**config.mk**
```make
export PLATFORM = sky130hd
export DESIGN_NAME = pc_sequencer_flat
export DESIGN_NICKNAME = d
export VERILOG_FILES = /design/src/rtl/pc_seq_pkg.sv /design/src/rtl/pc_sequencer_if.sv /design/src/rtl/pc_next_sel.sv /design/src/rtl/pc_sequencer.sv /design/src/flat_wrapper.sv
export SDC_FILE = /design/constraint.sdc
export NUM_CORES = 1
export LEC_CHECK = 0
export CAP_MARGIN = 15
export CORE_MARGIN = 10
export CORE_UTILIZATION = 36
export DETAILED_ROUTE_END_ITERATION = 12
export PLACE_DENSITY_LB_ADDON = 0.12
export SLEW_MARGIN = 20
export SYNTH_ARGS = -nofsm -noshare
export SYNTH_HDL_FRONTEND = slang
export SYNTH_SLANG_ARGS = --single-unit
```
**constraint.sdc**
```tcl
create_clock -name Clock -period 2.35 [get_ports Clock]
set_input_delay 0.5875 -clock Clock [delete_from_list [all_inputs] [get_ports Clock]]
set_output_delay 0.5875 -clock Clock [all_outputs]
set_load 0.05 [all_outputs]
```
**src/rtl/pc_seq_pkg.sv**
```systemverilog
// Shared types for the PC sequencer: FSM state encoding and next-PC select codes.
package pc_seq_pkg;

    typedef enum logic [1:0] {
        ST_BOOT     = 2'd0,
        ST_FETCH    = 2'd1,
        ST_WAIT_ACK = 2'd2,
        ST_ISSUE    = 2'd3
    } seq_state_e;

    typedef enum logic [1:0] {
        SEL_SEQ    = 2'd0,
        SEL_BRANCH = 2'd1,
        SEL_TRAP   = 2'd2,
        SEL_BOOT   = 2'd3
    } pc_sel_e;

endpackage

```
**src/rtl/pc_sequencer_if.sv**
```systemverilog
// Fetch bus and downstream instruction handshake between the sequencer and its environment.
interface pc_sequencer_if;

    logic        Mem_Req;
    logic [31:0] Mem_Addr;
    logic        Mem_Ack;
    logic [31:0] Mem_Rdata;
    logic        Instr_Valid;
    logic [31:0] Instr;
    logic        Instr_Ready;
    logic        Branch_Taken;
    logic [31:0] Branch_Target;

    modport master (
        output Mem_Req, Mem_Addr, Instr_Valid, Instr,
        input  Mem_Ack, Mem_Rdata, Instr_Ready, Branch_Taken, Branch_Target
    );

    modport slave (
        input  Mem_Req, Mem_Addr, Instr_Valid, Instr,
        output Mem_Ack, Mem_Rdata, Instr_Ready, Branch_Taken, Branch_Target
    );

endinterface

```
**src/rtl/pc_next_sel.sv**
```systemverilog
// Decodes a next-PC select code into the load value and write/increment strobes of the PC register.
module pc_next_sel
    import pc_seq_pkg::*;
#(
    parameter logic [31:0] RESET_VECTOR = 32'h0000_0000,
    parameter logic [31:0] TRAP_VECTOR  = 32'h0000_0010
) (
    input  logic        upd_en,
    input  pc_sel_e     sel,
    input  logic [31:0] branch_target,
    output logic [31:0] Pc_D,
    output logic        Pc_Write,
    output logic        Pc_Increment
);

    always_comb begin
        Pc_D         = 32'h0;
        Pc_Write     = 1'b0;
        Pc_Increment = 1'b0;
        if (upd_en) begin
            Pc_Write = 1'b1;
            case (sel)
                SEL_BOOT:   Pc_D = RESET_VECTOR;
                SEL_TRAP:   Pc_D = TRAP_VECTOR;
                SEL_BRANCH: Pc_D = branch_target;
                default:    Pc_Increment = 1'b1;
            endcase
        end
    end

endmodule

```
**src/rtl/pc_sequencer.sv**
```systemverilog
// Fetch/issue sequencer steering an external PC register; optional trap entry when PC_SEQ_TRAP_EN is defined.
module pc_sequencer
    import pc_seq_pkg::*;
#(
    parameter logic [31:0] RESET_VECTOR = 32'h0000_0000,
    parameter logic [31:0] TRAP_VECTOR  = 32'h0000_0010
) (
    input  logic                  Clock,
    input  logic                  Resetn,
    input  logic [31:0]           Pc_Q,
    output logic [31:0]           Pc_D,
    output logic                  Pc_Write,
    output logic                  Pc_Increment,
    input  logic                  Trap_Req,
    output logic                  Trap_Ack,
    pc_sequencer_if.master        bus
);

    seq_state_e  state, next_state;
    logic [31:0] addr_q;
    logic [31:0] instr_q;
    logic        accept;
    logic        trap_take;
    logic        upd_en;
    pc_sel_e     sel;

    assign accept = (state == ST_ISSUE) && bus.Instr_Ready;

`ifdef PC_SEQ_TRAP_EN
    logic trap_pend;

    // A trap request arriving in the accept cycle itself is held for the following accept.
    always_ff @(posedge Clock or negedge Resetn) begin
        if (!Resetn) begin
            trap_pend <= 1'b0;
        end else begin
            trap_pend <= (trap_pend && !trap_take) || Trap_Req;
        end
    end

    assign trap_take = accept && trap_pend;
    assign Trap_Ack  = trap_take;
`else
    logic unused_trap_req;
    assign unused_trap_req = Trap_Req;
    assign trap_take       = 1'b0;
    assign Trap_Ack        = 1'b0;
`endif

    always_ff @(posedge Clock or negedge Resetn) begin
        if (!Resetn) begin
            state   <= ST_BOOT;
            addr_q  <= 32'h0;
            instr_q <= 32'h0;
        end else begin
            state <= next_state;
            if (state == ST_FETCH) begin
                addr_q <= Pc_Q;
            end
            if ((state == ST_WAIT_ACK) && bus.Mem_Ack) begin
                instr_q <= bus.Mem_Rdata;
            end
        end
    end

    // BOOT is also the reset state; gating with Resetn keeps Pc_Write low while reset is held.
    always_comb begin
        next_state = state;
        upd_en     = 1'b0;
        sel        = SEL_SEQ;
        case (state)
            ST_BOOT: begin
                upd_en     = Resetn;
                sel        = SEL_BOOT;
                next_state = ST_FETCH;
            end
            ST_FETCH: begin
                next_state = ST_WAIT_ACK;
            end
            ST_WAIT_ACK: begin
                if (bus.Mem_Ack) begin
                    next_state = ST_ISSUE;
                end
            end
            ST_ISSUE: begin
                if (bus.Instr_Ready) begin
                    upd_en     = 1'b1;
                    next_state = ST_FETCH;
                    if (trap_take) begin
                        sel = SEL_TRAP;
                    end else if (bus.Branch_Taken) begin
                        sel = SEL_BRANCH;
                    end else begin
                        sel = SEL_SEQ;
                    end
                end
            end
            default: next_state = ST_BOOT;
        endcase
    end

    assign bus.Mem_Req     = (state == ST_FETCH) || (state == ST_WAIT_ACK);
    assign bus.Mem_Addr    = (state == ST_FETCH) ? Pc_Q : addr_q;
    assign bus.Instr_Valid = (state == ST_ISSUE);
    assign bus.Instr       = instr_q;

    pc_next_sel #(
        .RESET_VECTOR (RESET_VECTOR),
        .TRAP_VECTOR  (TRAP_VECTOR)
    ) u_next_sel (
        .upd_en        (upd_en),
        .sel           (sel),
        .branch_target (bus.Branch_Target),
        .Pc_D          (Pc_D),
        .Pc_Write      (Pc_Write),
        .Pc_Increment  (Pc_Increment)
    );

endmodule

```
**src/flat_wrapper.sv**
```systemverilog
// flat-port wrapper written by rule: the top's interface ports become plain ports
module pc_sequencer_flat import pc_seq_pkg::*;
#(
    parameter logic [31:0] RESET_VECTOR = 32'h0000_0000,
    parameter logic [31:0] TRAP_VECTOR  = 32'h0000_0010
)
  (Clock, Resetn, Pc_Q, Pc_D, Pc_Write, Pc_Increment, Trap_Req, Trap_Ack, bus_Mem_Req, bus_Mem_Addr, bus_Instr_Valid, bus_Instr, bus_Mem_Ack, bus_Mem_Rdata, bus_Instr_Ready, bus_Branch_Taken, bus_Branch_Target);
  pc_sequencer_if bus_i ();
  input  logic Clock;
  input  logic Resetn;
  input  logic [31:0] Pc_Q;
  output logic [31:0] Pc_D;
  output logic Pc_Write;
  output logic Pc_Increment;
  input  logic Trap_Req;
  output logic Trap_Ack;
  output wire logic [$bits(bus_i.Mem_Req)-1:0] bus_Mem_Req;
  output wire logic [$bits(bus_i.Mem_Addr)-1:0] bus_Mem_Addr;
  output wire logic [$bits(bus_i.Instr_Valid)-1:0] bus_Instr_Valid;
  output wire logic [$bits(bus_i.Instr)-1:0] bus_Instr;
  input wire logic [$bits(bus_i.Mem_Ack)-1:0] bus_Mem_Ack;
  input wire logic [$bits(bus_i.Mem_Rdata)-1:0] bus_Mem_Rdata;
  input wire logic [$bits(bus_i.Instr_Ready)-1:0] bus_Instr_Ready;
  input wire logic [$bits(bus_i.Branch_Taken)-1:0] bus_Branch_Taken;
  input wire logic [$bits(bus_i.Branch_Target)-1:0] bus_Branch_Target;
  assign bus_Mem_Req = bus_i.Mem_Req;
  assign bus_Mem_Addr = bus_i.Mem_Addr;
  assign bus_Instr_Valid = bus_i.Instr_Valid;
  assign bus_Instr = bus_i.Instr;
  assign bus_i.Mem_Ack = bus_Mem_Ack;
  assign bus_i.Mem_Rdata = bus_Mem_Rdata;
  assign bus_i.Instr_Ready = bus_Instr_Ready;
  assign bus_i.Branch_Taken = bus_Branch_Taken;
  assign bus_i.Branch_Target = bus_Branch_Target;
  pc_sequencer #(.RESET_VECTOR(RESET_VECTOR), .TRAP_VECTOR(TRAP_VECTOR)) u_core (.Clock(Clock), .Resetn(Resetn), .Pc_Q(Pc_Q), .Pc_D(Pc_D), .Pc_Write(Pc_Write), .Pc_Increment(Pc_Increment), .Trap_Req(Trap_Req), .Trap_Ack(Trap_Ack), .bus(bus_i));
endmodule
```
## Word level (Yosys, flattened, before mapping)

Cells that the tools add are included.

- Add/sub/neg operators: 0
- $mul: 0
- Divide/modulo/power cells: 0
- $lt $le $gt $ge: 0
- Equal/unequal tests: 8
- Shift operators: 0
- Multiplexer cells: 14
- Bitwise operators: 0
- Reduce and logical (&&, ||, !) cells: 5

Operator list:

| kind | number |
|---|---|
| two-way mux 32 bit | 2 |
| one-hot mux 32 bit (2 select lines) | 1 |
| equality test 2 bit, second input constant | 4 |
| one-hot mux 2 bit (4 select lines) | 1 |
| two-way mux 2 bit | 3 |
| two-way mux 1 bit | 5 |
| equality test 2 x 1 -> 1 bit, second input constant | 2 |
| one-hot mux 2 bit (2 select lines) | 1 |
| OR reduction 3 bit | 1 |
| zero test 2 bit | 1 |
| != test 2 x 1 -> 1 bit, second input constant | 1 |
| != test 2 bit, second input constant | 1 |
| one-hot mux 1 bit (2 select lines) | 1 |
| AND reduction 2 bit | 1 |
| logical AND 1 bit | 1 |
| logical OR 1 bit | 1 |

- Flip-flop bits (word level): 66
- Latch bits: 0
- Memory bits (writable): 0
- Memory bits (read-only): 0
- Input bits: 102
- Word-level logic and storage cells: 30
- Memories: 0

## Depth between registers and ports, before layout

- Depth in word-level cells: 7
- Mapped depth: 8
- Gate-level depth less buffers: 8

## By module

From an unflattened synthesis, not the netlist that was laid out.

- Cell total of the unflattened synthesis: 205
- Area total of the unflattened synthesis: 3,067.9 µm²

Modules (own cells, without submodules):

| module | instances | cells an instance | area an instance (µm²) | sequential area each (µm²) |
|---|---|---|---|---|
| pc_sequencer | 1 | 158 | 2,757.6 | 1,651.6 |
| pc_next_sel | 1 | 47 | 310.3 | 0.0 |

## Least setup slack after synthesis

Ideal clock, no wire load.

- Path kind: register to output
- Start: register u_core.state[0]
- End: output port Pc_D[4]
- Arrival time: 3,087 ps
- Slack: -1,325 ps
- Cell stages (with the launch flop): 6
- Buffers on the path: 0
- Path through: dfrtp_1 -> inv_1 -> ha_1 -> nor2_1 -> ha_1 -> nor4_1

- Longest elaborated chain between the ends: 5
- Elaborated cells between the ends (all ways): 8
- Classes of those cells: eq/ne: 3; mux: 4; reduce/logical: 1

RTL lines:

| item | RTL line | text |
|---|---|---|
| from (decl) | pc_sequencer.sv:19 | `seq_state_e state, next_state;` |
| from (signal assigned) | pc_sequencer.sv:56 | `state <= next_state;` |
| equality test 2 bit or zero test 2 bit (tied branches) | pc_sequencer.sv:71 | `case (state)` |
| one-hot mux 2 bit (2 select lines) | pc_sequencer.sv:71 |  |
| equality test 2 x 1 -> 1 bit or equality test 2 bit (tied branches) | pc_next_sel.sv:22 | `case (sel)` |
| one-hot mux 32 bit (2 select lines) | pc_next_sel.sv:22 |  |
| two-way mux 32 bit * | pc_next_sel.sv:20 | `if (upd_en) begin` |
| to (decl) | flat_wrapper.sv:12 | `output logic [31:0] Pc_D;` |

Every way passes the cells marked *; elsewhere a longest branch is shown, timed or not.

## Final worst setup path

- Start: register u_core.state[1]
- End: output port Pc_D[4]

The elaborated chain is that of the path after synthesis.

==> results.yml <==
run_status:
  status: "finished, violations left"
  violations: "negative setup slack"
pwr:
  cellPowerDensity_mw_per_mm2: 1689
  p_leak_nw: 2.936
  p_sw_mw: 5.014
  p_int_mw: 6.169
  combinationalPowerShare: 0.738
  ir_drop_mv: 1.140
  power.share.clock: 0.083
  sw_frac_of_total: 0.4483
  pwr-share-seq: 0.179
synth:
  yosys_warnings: 0
  synth-seq-cells: 66
  syn-cell-area_mm2: 0.003028
  synth_nets: 313
  seq_area_frac_synth: 0.5455
  syn_inst: 202
  syn_area_per_cell_um2: 14.99
  synth_cell_types: 22
global_routing:
  grt_util_all_layers: 0.1709
  grt_max_degree: 67
  antenna_found_initial: 2
  grt_pass1_wl_um: 17190
  grt_pass1_vias: 2849
  grt-ovfl-total: 0
final_layout:
  area_delta_synth_final_pct: 118.7
  design_area_mm2: 0.006623
  final_cells: 539
  utilization: 0.8060
  nets: 540
  drive_above_1_share: 0.5289
critical_path:
  critPathKind: "register to primary output"
  required_ns: 1.76
  critPathMaxFanout: 4
  path_common_cell: "ha_4"
  start_kind: "register"
  cp.arrival_ns: 1.95
  critPathTopFamily: "flip-flops"
  cp-end-kind: "primary output"
  worst-path-stages: 6
  worstRegToRegCells: 6
  max_stage_delay_ns: 0.45
  crit_path_top_delay_cell: "dfrtp_2"
  path_cells: "ha_4 > a31oi_4 > nor2_4 > ha_4 > nor4_4 > buf_12"
  cp_num_buf_inv: 1
sta:
  worst_slew_pin_slew_ns: 0.8102
  final.min_clock_period_ns: 2.533
  hold_viol_final: 0
  tns_ns: -7.387
  max_freq_mhz: 394.8
  clock-skew-final_ns: 0.01030
  drv_slew: 0
  relSlewSlack: 0.4599
  setup_violations: 66
  setup_slack_ns: -0.1831
  rsz0062_at_grt: "true"
  period_share: 1.078
detailed_routing:
  final_antenna_net_count: 0
  num_vias: 2521
  routed_wl_um: 11600
  drt_iter0_markers: 104
  wl_per_cell_um: 21.52
  drc_errors: 0
  avgViaCountPerCell: 4.677
  dr.pass1.iters: 4
flow_run:
  cap_viol_max_count: 0
min_path:
  hold_class: "input pin to asynchronous set/reset pin"
clocking:
  cts_buffers: 9
  cts_tree: "yes"
  cts.sinks: 66
  cts-root-buf: "clkbuf_8"
  htree_levels: 3
  clock_latency_ns: 0.33
  clockBufferDepth: 2
  clkTransAtPathRegs_ns: 0.07
place:
  hpwl_um: 8413
  placedCellCount: 501
  placed_cell_area_mm2: 0.005879
  gp_congestion: 0.7591
  port_buffers: 200
  dp_slack_ns: -0.4272
floorplanning:
  die_h_um: 111.7
  die_area_mm2: 0.01248
  start_util: 0.3685
  core_area_mm2: 0.008217
  io_pins: 203
  num_rows: 33
  die_w_um: 111.7
## worst register-to-register path, stage by stage (launching register included)
cell       delay (ns)
dfrtp_2          0.45
inv_4            0.09
buf_4            0.11
ha_4             0.20
clkbuf_16        0.19
mux2_4           0.32
buf_4            0.14
## layer usage
layer	routed length, um	track usage	vias to the layer above
met1	4422	0.1929	1227
met3	1029	0.07139	13
met2	6024	0.2933	119
li1	-	-	1160
met5	20	0	-
met4	100	0.03856	2
## kinds of logic after synthesis
family | share of synthesized area
AND/OR/NAND/NOR | 0.07521
flip-flops | 0.5455
multiplexers | 0.2822
other | 0.001238
adder cells (fa/ha/maj) | 0.03719
AO/OA/AOI/OAI | 0.009918
buffers and inverters | 0.04876
## repair_timing
action	CTS	global route
pin swaps	12	4
cloned	4	3
hold buffers	0	0
gates resized for setup	57	40
buffers inserted	11	4
setup endpoints to repair	66	66
## layout make-up
cell class	count	area (um2)
Multi-Input combinational cell	118	1645
Fill cell	465	1594
Clock inverter	4	51.30
Tap cell	105	131.4
Inverter	6	27.53
Antenna cell	1	2.502
Sequential cell	66	1654
Clock buffer	11	141.4
Timing Repair Buffer	228	2969
## state kept, by name, summed over array words and instances (netlist names)
register and cells:
u_core.addr_q 32, u_core.state 2, u_core.bus.Instr 32
## path summary, 6_finish.rpt
path / start / to / slack (ns)
worst max register to register: u_core.state[1] / u_core.addr_q[28] / 0.73
worst max-delay path: u_core.state[1] / Pc_D[4] / -0.18
worst min register to register: u_core.bus.Instr[6] / u_core.bus.Instr[6] / 0.51
min in group Clock: u_core.bus.Instr[6] / u_core.bus.Instr[6] / 0.51
max in group asynchronous: Resetn / u_core.state[1] / 1.29
worst min-delay path: Resetn / u_core.addr_q[25] / 0.49
## cell usage after synthesis
library cell  count  area, um2
dfrtp_1          66       1652
nand2_2           1      6.260
mux2_4           30      450.4
buf_6             9      101.4
mux2_1            2      22.52
clkbuf_2          1      5.000
a22oi_2           1      12.51
o22ai_1           1      6.260
inv_1             6      22.52
a31oi_1           1      6.260
nor4_1            1      6.260
mux2_2           33      371.6
a21oi_1           1      5.000
buf_4             1      7.510
clkbuf_1          3      11.26
mux2i_1           1      10.01
nor2_1            1      3.750
nor2_4            1      11.26
and2_1            1      6.260
ha_1              9      112.6
and3_1           31      193.9
conb_1            1      3.750
## cells in the final DEF, fill, tap and decap left out, drive strengths merged
| cell type | n |
|---|---|
| mux2 | 65 |
| ha | 9 |
| clkbuf | 13 |
| a22oi | 1 |
| clkdlybuf4s50 | 129 |
| clkinv | 1 |
| diode | 1 |
| mux2i | 1 |
| nor2 | 4 |
| a31oi | 1 |
| inv | 7 |
| and2 | 1 |
| a21oi | 1 |
| clkinvlp | 1 |
| dlygate4sd2 | 2 |
| buf | 95 |
| nand2 | 1 |
| conb | 1 |
| nor4 | 1 |
| bufinv | 1 |
| dfrtp | 66 |
| and3 | 31 |
| o22ai | 1 |
## power groups by stage
stage	Sequential, mW	Clock (mW)	Combinational (mW)
after detailed placement	1.99	0	7.26
after global placement	1.96	0	7.17
after CTS	1.99	0.953	7.75
after global routing	2.08	1.01	8.55
after floorplan	2.94	0	3.30
final	2.00	0.928	8.25
## per-stage QoR
stage	power (mW)	hold slack [ns]
final	11.18	0.4911
after global routing	11.64	0.5230
after CTS	10.69	0.4917
after detailed placement	9.243	0.4756
after global placement	9.133	0.4679
after floorplan	6.236	0.2919
No activity file was read; power rests on OpenSTA's default activity.
